**config.mk**
```make
export PLATFORM = sky130hd
export DESIGN_NAME = bus_decoder
export DESIGN_NICKNAME = d
export VERILOG_FILES = /design/src/rtl/bus_decoder.sv
export SDC_FILE = /design/constraint.sdc
export NUM_CORES = 1
export LEC_CHECK = 0
export ABC_AREA = 0
export CORE_AREA = 3 3 127 129
export CTS_CLUSTER_SIZE = 8
export DETAILED_ROUTE_END_ITERATION = 16
export DIE_AREA = 0 0 130 132
export DONT_BUFFER_PORTS = 1
export GPL_ROUTABILITY_DRIVEN = 0
export PLACE_DENSITY_LB_ADDON = 0.05
export RECOVER_POWER = 100
export SYNTH_ARGS = -nofsm -noshare
export SYNTH_HDL_FRONTEND = slang
export SYNTH_SLANG_ARGS = --single-unit
```
**constraint.sdc**
```tcl
create_clock -name i_clk -period 3.48 [get_ports i_clk]
set_clock_uncertainty 0.05 [all_clocks]
set_input_delay 0.522 -clock i_clk [delete_from_list [all_inputs] [get_ports i_clk]]
set_output_delay 0.522 -clock i_clk [all_outputs]
set_load 0.05 [all_outputs]
```
**src/rtl/bus_decoder.sv**
```systemverilog
// 1-master / N-slave memory bus decoder: registered request forwarding, error response
// for unmapped addresses, optional slave timeout enabled by the BUS_TIMEOUT_EN macro.
module bus_decoder #(
    parameter int                          N_SLV     = 5,
    parameter int                          ADDR_W    = 16,
    parameter int                          DATA_W    = 16,
    parameter logic [N_SLV*ADDR_W-1:0]     SLV_BASE  = {16'hB000, 16'h8200, 16'h8100, 16'h8000, 16'h0000},
    parameter logic [N_SLV*(ADDR_W+1)-1:0] SLV_SIZE  = {17'h05000, 17'h00100, 17'h00100, 17'h00001, 17'h08000},
    parameter logic [DATA_W-1:0]           ERR_RDATA = 16'hDEAD,
    parameter int                          TIMEOUT   = 255
) (
    input  logic                       i_clk,
    input  logic                       i_rst,
    input  logic                       i_mem_valid,
    input  logic [DATA_W/8-1:0]        i_mem_wstrb,
    input  logic [ADDR_W-1:0]          i_mem_addr,
    input  logic [DATA_W-1:0]          i_mem_wdata,
    output logic                       o_mem_ready,
    output logic [DATA_W-1:0]          o_mem_rdata,
    output logic [N_SLV-1:0]           o_s_valid,
    output logic [N_SLV*DATA_W/8-1:0]  o_s_wstrb,
    output logic [N_SLV*ADDR_W-1:0]    o_s_addr,
    output logic [N_SLV*DATA_W-1:0]    o_s_wdata,
    input  logic [N_SLV-1:0]           i_s_ready,
    input  logic [N_SLV*DATA_W-1:0]    i_s_rdata,
    output logic                       o_bus_err,
    output logic [ADDR_W-1:0]          o_err_addr
);
    localparam int SW    = DATA_W / 8;
    localparam int IDX_W = (N_SLV > 1) ? $clog2(N_SLV) : 1;

    typedef enum logic [1:0] {S_IDLE, S_ACCESS, S_RESP} state_t;

    state_t              r_state;
    logic [IDX_W-1:0]    r_idx;
    logic [N_SLV-1:0]    r_s_valid;
    logic [SW-1:0]       r_wstrb;
    logic [ADDR_W-1:0]   r_addr;
    logic [DATA_W-1:0]   r_wdata;
    logic                r_mem_ready;
    logic [DATA_W-1:0]   r_rdata;
    logic                r_bus_err;
    logic [ADDR_W-1:0]   r_err_addr;
`ifdef BUS_TIMEOUT_EN
    localparam int CNT_W = $clog2(TIMEOUT + 1);
    logic [CNT_W-1:0]    r_cnt;
    logic [ADDR_W-1:0]   r_req_addr;
`endif

    logic [N_SLV-1:0]    w_hit_vec;
    logic [ADDR_W-1:0]   w_offs [N_SLV];
    logic                w_hit;
    logic [IDX_W-1:0]    w_idx;
    logic [ADDR_W-1:0]   w_off;
    logic [DATA_W-1:0]   w_sel_rdata;

    // Window compare is done in ADDR_W+1 bits so a window may end exactly at 2^ADDR_W.
    for (genvar g = 0; g < N_SLV; g++) begin : g_slv
        logic [ADDR_W:0] w_base;
        logic [ADDR_W:0] w_end;
        assign w_base       = {1'b0, SLV_BASE[g*ADDR_W +: ADDR_W]};
        assign w_end        = w_base + SLV_SIZE[g*(ADDR_W+1) +: ADDR_W+1];
        assign w_hit_vec[g] = ({1'b0, i_mem_addr} >= w_base) && ({1'b0, i_mem_addr} < w_end);
        assign w_offs[g]    = i_mem_addr - SLV_BASE[g*ADDR_W +: ADDR_W];

        assign o_s_valid[g]                  = r_s_valid[g];
        assign o_s_wstrb[g*SW +: SW]         = r_s_valid[g] ? r_wstrb : '0;
        assign o_s_addr[g*ADDR_W +: ADDR_W]  = r_s_valid[g] ? r_addr  : '0;
        assign o_s_wdata[g*DATA_W +: DATA_W] = r_s_valid[g] ? r_wdata : '0;
    end

    assign w_hit = |w_hit_vec;

    // Walk downwards so the lowest matching index is the one left standing.
    always_comb begin
        w_idx = '0;
        w_off = '0;
        for (int i = N_SLV - 1; i >= 0; i--) begin
            if (w_hit_vec[i]) begin
                w_idx = IDX_W'(i);
                w_off = w_offs[i];
            end
        end
    end

    assign w_sel_rdata = i_s_rdata[r_idx*DATA_W +: DATA_W];

    always_ff @(posedge i_clk) begin
        if (i_rst) begin
            r_state     <= S_IDLE;
            r_idx       <= '0;
            r_s_valid   <= '0;
            r_wstrb     <= '0;
            r_addr      <= '0;
            r_wdata     <= '0;
            r_mem_ready <= 1'b0;
            r_rdata     <= '0;
            r_bus_err   <= 1'b0;
            r_err_addr  <= '0;
`ifdef BUS_TIMEOUT_EN
            r_cnt       <= '0;
            r_req_addr  <= '0;
`endif
        end else begin
            r_mem_ready <= 1'b0;
            r_bus_err   <= 1'b0;
            case (r_state)
                S_IDLE: begin
                    if (i_mem_valid) begin
                        if (w_hit) begin
                            r_idx     <= w_idx;
                            r_s_valid <= N_SLV'(1) << w_idx;
                            r_addr    <= w_off;
                            r_wstrb   <= i_mem_wstrb;
                            r_wdata   <= i_mem_wdata;
                            r_state   <= S_ACCESS;
`ifdef BUS_TIMEOUT_EN
                            r_cnt      <= '0;
                            r_req_addr <= i_mem_addr;
`endif
                        end else begin
                            r_mem_ready <= 1'b1;
                            r_bus_err   <= 1'b1;
                            r_rdata     <= ERR_RDATA;
                            r_err_addr  <= i_mem_addr;
                            r_state     <= S_RESP;
                        end
                    end
                end
                S_ACCESS: begin
                    if (i_s_ready[r_idx]) begin
                        r_s_valid   <= '0;
                        r_rdata     <= (|r_wstrb) ? '0 : w_sel_rdata;
                        r_mem_ready <= 1'b1;
                        r_state     <= S_RESP;
                    end
`ifdef BUS_TIMEOUT_EN
                    else if (r_cnt == CNT_W'(TIMEOUT - 1)) begin
                        r_s_valid   <= '0;
                        r_rdata     <= ERR_RDATA;
                        r_mem_ready <= 1'b1;
                        r_bus_err   <= 1'b1;
                        r_err_addr  <= r_req_addr;
                        r_state     <= S_RESP;
                    end else begin
                        r_cnt <= r_cnt + 1'b1;
                    end
`endif
                end
                S_RESP: begin
                    r_rdata <= '0;
                    r_state <= S_IDLE;
                end
                default: r_state <= S_IDLE;
            endcase
        end
    end

    assign o_mem_ready = r_mem_ready;
    assign o_mem_rdata = r_rdata;
    assign o_bus_err   = r_bus_err;
    assign o_err_addr  = r_err_addr;

endmodule

```
Yosys cells after proc, flatten, opt, wreduce, memory -nomap -nowiden
Cells that the tools add are included.
{ "op_classes": {"bitwise_logic": 2, "muxes": 44, "addsub": 4, "order_cmp": 11, "reduce_logical": 16, "eq_ne": 6, "n_shift": 2} }
{ "ops": {"columns": ["operator", "count"], "rows": [
  ["$mux 16", 19],
  ["$shiftx 80x8->16", 1],
  ["$ge 16x16->1 const B", 4],
  ["$lt 16x16->1 const B", 4],
  ["$sub 16x16->16 const B", 4],
  ["$pmux 16 s3", 1],
  ["$lt 16x17->1 const B", 1],
  ["$ge 16x1->1 const B", 1],
  ["$mux 2", 8],
  ["$mux 3", 5],
  ["$mux 5", 3],
  ["$pmux 5 s2", 1],
  ["$ne 2x2->1 const B", 4],
  ["$reduce_and 4->1", 2],
  ["$reduce_and 3->1", 2],
  ["$logic_and 1x1->1", 5],
  ["$reduce_or 5->1", 1],
  ["$shl 1x3->5 const A", 1],
  ["$lt 3x4->1 const B", 1],
  ["$mux 1", 4],
  ["$pmux 2 s2", 1],
  ["$reduce_or 2->1", 2],
  ["$bmux 1 s3", 1],
  ["$reduce_bool 3->1", 1],
  ["other kinds (7)", 8]
]} }
{ "totals": {"output_inout_bits": 209, "input_bits": 122, "regBits": 78} }

Longest topological paths before layout
{ "depth": {"ltp_word": 11, "depth_mapped": 12, "mapped_depth_nobuf": 8} }

Worst setup path before layout
OpenSTA, ideal clock, no wires.
{ "synth_timing": {"path_type": "input to register", "start": "in i_mem_addr[10]", "end": "reg r_rdata[10], in the netlist o_mem_rdata[10]", "arrival_time_ns": 2.670, "setup_time_ns": 0.072, "stages": 11, "n_path_buf": 3, "slack_ns": 0.688, "path_cell_list": "clkbuf_1 -> inv_1 -> ha_1 -> or3b_2 -> nor4_4 -> o21a_1 -> buf_2 -> nor4_2 -> a31oi_4 -> buf_6 -> mux2i_1"} }
{ "synth_via": {"elab_chain_len": 5, "elab_cells_between_ends": 18, "cone_classes": "10 x order compare; 1 x eq/ne; 7 x reduce/logical"} }
{ "synth_lines": {"columns": ["element", "line_no", "text"], "rows": [
  ["start, declared", "16", "input logic [ADDR_W-1:0] i_mem_addr,"],
  ["$lt 16x17->1, or another cell as far along", "63", "assign w_hit_vec[g] = ({1'b0, i_mem_addr} >= w_base) && ({1'b0, i_mem_addr} < w_end);"],
  ["$logic_and 1x1->1", "63", null],
  ["$reduce_or 5->1 (*)", "72", "assign w_hit = |w_hit_vec;"],
  ["$ne 2x2->1 (no line) (*)", null, null],
  ["$reduce_and 4->1 (no line) (*)", null, null],
  ["end signal, assigned", "133", "r_rdata <= (|r_wstrb) ? '0 : w_sel_rdata;"],
  ["end, declared", "41", "logic [DATA_W-1:0] r_rdata;"]
]} }
Every way passes the cells marked *; elsewhere a longest branch is shown, timed or not.
A chain may end at the register's enable or synchronous reset.

Final worst setup path
{ "layout_timing": {"start": "in i_mem_addr[13]", "end": "reg r_err_addr[1], in the netlist o_err_addr[1]"} }
{ "layout_via": {"elab_chain_len": 5, "elab_cells_between_ends": 18, "cone_classes": "10 x order compare; 1 x bitwise; 7 x reduce/logical"} }
{ "layout_lines": {"columns": ["element", "line_no", "text"], "rows": [
  ["$lt 16x17->1, or another cell as far along", "63", null],
  ["$logic_and 1x1->1", "63", null],
  ["$reduce_or 5->1 (*)", "72", null],
  ["$not 1->1 (no line) (*)", null, null],
  ["$reduce_and 3->1 (no line) (*)", null, null],
  ["end signal, assigned", "125", "r_err_addr <= i_mem_addr;"],
  ["end, declared", "43", "logic [ADDR_W-1:0] r_err_addr;"]
]} }
Marked as above.

==> results.yml <==
sta:
  rsz0062_at_grt: "no"
  tns_ns: 0
  finalMaxSlewViolations: 0
  finalSetupViolCount: 0
  finalCriticalPeriod_ns: 2.977
  fmax_ghz: 0.3359
  hold_viol: 0
  worst_pin_slew_ns: 1.082
  period_share_pct: 85.55
  hold_ws_ns: 0.2137
  worst_slack_ns: 0.5030
  slew-limit-headroom_pct: 27.79
power:
  switchingPower_uw: 958.2
  power_density_mw_per_mm2: 464.0
  combPwrFrac_pct: 19.5
  p_leak_uw: 0.002098
  vdd_drop_max_uv: 230.8
  seqPwrFrac_pct: 44.7
  clockPowerShare_pct: 35.8
  internal_power_uw: 1764
  swShare_pct: 35.20
logic_synthesis:
  synth_area_sq_mm: 0.005465
  ys_warn_count: 0
  synth_cells: 692
  synth_edf_count: 0
  avgSynthCellArea_sq_um: 7.898
  ys_async_sr_fraction_pct: 0
  synth_cell_types: 62
  synth-seq-cells: 78
  ys_seq_area_share_pct: 28.57
  syn-num-nets: 827
  synthFlopType: "dfxtp_1"
drt:
  vias_per_cell: 5.760
  vias: 4936
  drt_iter0_markers: 466
  drc: 0
  dr.pass1.iters: 7
  drtAntennaViolNets: 0
  drt-total-wl_mm: 19.04
  wl_per_cell_microns: 22.22
finish:
  multiInputGateArea_sq_mm: 0.003593
  nFillCells: 1527
  antenna_cells: 0
  fin_nets: 799
  stdcell_count: 857
  drive_gt1_share_pct: 8.670
  final_cell_mix: "170 x and2_0, 112 x nand2_1, 78 x dfxtp_1"
  seq_area_sq_mm: 0.001562
  layout_commonest_cell: "and2_0"
  area_delta_synth_final_pct: 7.326
  post-route-util_pct: 38.73
setup_path:
  cp-start-kind: "primary input"
  worstSetupPathType: "in -> reg"
  worstReg2RegEnd: "o_mem_rdata[3]$_SDFFE_PP0P_"
  cp.arrival_ns: 3.20
  crit_start: "i_mem_addr[13]"
  reg2reg_from: "r_idx[1]$_SDFFE_PP0P_"
  required_ns: 3.70
  rrSetupSlack_ns: 0.58
  end_kind: "flip-flop"
  worst-path-max-fanout: 15
  crit_end: "o_err_addr[1]$_SDFFE_PP0P_"
  ff2ff_path_depth: 7
floorplan:
  initial_utilization_pct: 36.08
  num_io_pins: 331
  core_sq_mm: 0.01515
  fp.dieH_microns: 132
  fp-row-count: 45
  die_w_microns: 130
  dieArea_sq_mm: 0.01716
clock_tree:
  post_cts_buffers: 0
  ctsHoldBuffers: 0
  clock-sinks: 78
  clkSlewWorstSetupHoldPaths_ns: 0.07
  insertion_delay_ns: 0.34
  clk_path_buf_depth: 2
  numCtsBuffers: 9
  htree_levels: 3
  cts_tree: "done"
  cts-root-buf: "clkbuf_16"
  cts_resized: 0
placement:
  dpl_worst_slack_ns: 0.4430
  dp.cells: 841
  hpwl_mm: 14.44
  portBuffers: 0
status:
  outcome: "finished clean"
job:
  cap_viol_max_count: 0
hold_path:
  min_path_type: "in -> reg"
grt:
  grt_max_degree: 55
  grt_pass1_vias: 4500
  grt-ovfl-total: 0
  grt_pass1_wl_mm: 27.64
  antenna_found_initial: 0
  grt_util_all_layers_pct: 20.61
[synthesized netlist by cell type (all sizes together) (4+ instances only)]
library cell / instances / share of area (%)
a21oi: 60 / 5.5
a22o: 5 / 0.80
a22oi: 12 / 1.6
and2: 174 / 20
buf: 15 / 1.7
clkbuf: 42 / 2.9
dfxtp: 78 / 29
ha: 13 / 3.0
inv: 11 / 0.76
mux2i: 24 / 4.4
mux4: 17 / 7.0
nand2: 112 / 7.7
nand3: 20 / 1.8
nor2: 11 / 0.76
nor3: 4 / 0.46
o21ai: 35 / 3.2
[sequential cells by signal (all words and copies together) (netlist names)]
| signal | flops |
|---|---|
| o_err_addr | 16 |
| o_s_valid | 5 |
| r_state | 2 |
| r_idx | 3 |
| r_wdata | 16 |
| o_mem_rdata | 16 |
| r_addr | 16 |
| r_wstrb | 2 |
| o_mem_ready | 1 |
| o_bus_err | 1 |
[power groups by stage]
| stage | clock [uW] | sequential [uW] | combinational [uW] |
|---|---|---|---|
| 2_1_floorplan | 0 | 1180 | 464 |
| 3_3_place_gp | 0 | 1230 | 538 |
| 3_5_place_dp | 0 | 1240 | 544 |
| 4_1_cts | 1010 | 1220 | 545 |
| 5_1_grt | 1040 | 1230 | 581 |
| 6_report | 975 | 1220 | 530 |
[routing by layer]
| layer | up-vias | GRT usage [%] | share of wire [%] |
|---|---|---|---|
| met5 | - | 0 | 0 |
| met4 | 0 | 4.215 | 1.0 |
| met3 | 14 | 5.024 | 7.5 |
| met2 | 255 | 35.07 | 49 |
| met1 | 2366 | 26.45 | 42 |
| li1 | 2301 | - | - |
[worst min path at each step]
stage | startpoint | end | slack [ns] | cells past startpoint
2_1_floorplan | r_addr[14]$_SDFFE_PP0P_ | r_addr[14]$_SDFFE_PP0P_ | 0.41 | 2
3_3_place_gp | r_wdata[2]$_SDFFE_PP0P_ | r_wdata[2]$_SDFFE_PP0P_ | 0.43 | 2
3_5_place_dp | r_wdata[2]$_SDFFE_PP0P_ | r_wdata[2]$_SDFFE_PP0P_ | 0.44 | 2
4_1_cts | i_rst | r_idx[1]$_SDFFE_PP0P_ | 0.19 | 1
5_1_grt | i_rst | r_wdata[0]$_SDFFE_PP0P_ | 0.19 | 1
6_report | i_rst | r_wdata[2]$_SDFFE_PP0P_ | 0.21 | 1
[metrics by stage]
step | area (sq um) | total power (uW)
global placement | 5615 | 1768
floorplan | 5465 | 1646
CTS | 5926 | 2773
detailed placement | 5615 | 1782
global route | 5866 | 2854
finish | 5866 | 2722
[kinds of logic (layout without fill, tap and decap cells)]
family / after synthesis / after routing / share of synthesized area (%)
DFF: 78 / 78 / 28.57
adders and majority gates: 13 / 13 / 2.976
AOI/OAI and AO/OA: 141 / 141 / 16.26
and+or+nand+nor: 345 / 345 / 34.46
xor gates and xnor gates: 3 / 3 / 0.4809
muxes: 43 / 43 / 11.81
buffers and inverters: 69 / 46 / 5.449
[worst max-delay path: stages]
cell and delay, ns:
inv_1 0.10, ha_1 0.24, and3b_1 0.22, o2111ai_1 0.22
a21bo_1 0.38, nor4_4 0.56, clkbuf_1 0.64, nand3_1 0.17
a21oi_1 0.15
[final cells by class]
type / instances / share of cell area (%)
multi-input combinational: 545 / 61.26
sequential: 78 / 26.62
clock buffer: 11 / 4.309
tap: 188 / 4.010
timing repair buffer: 18 / 2.048
clock inverter: 5 / 0.9812
inverter: 12 / 0.7679
(Power assumes the default switching activity.)
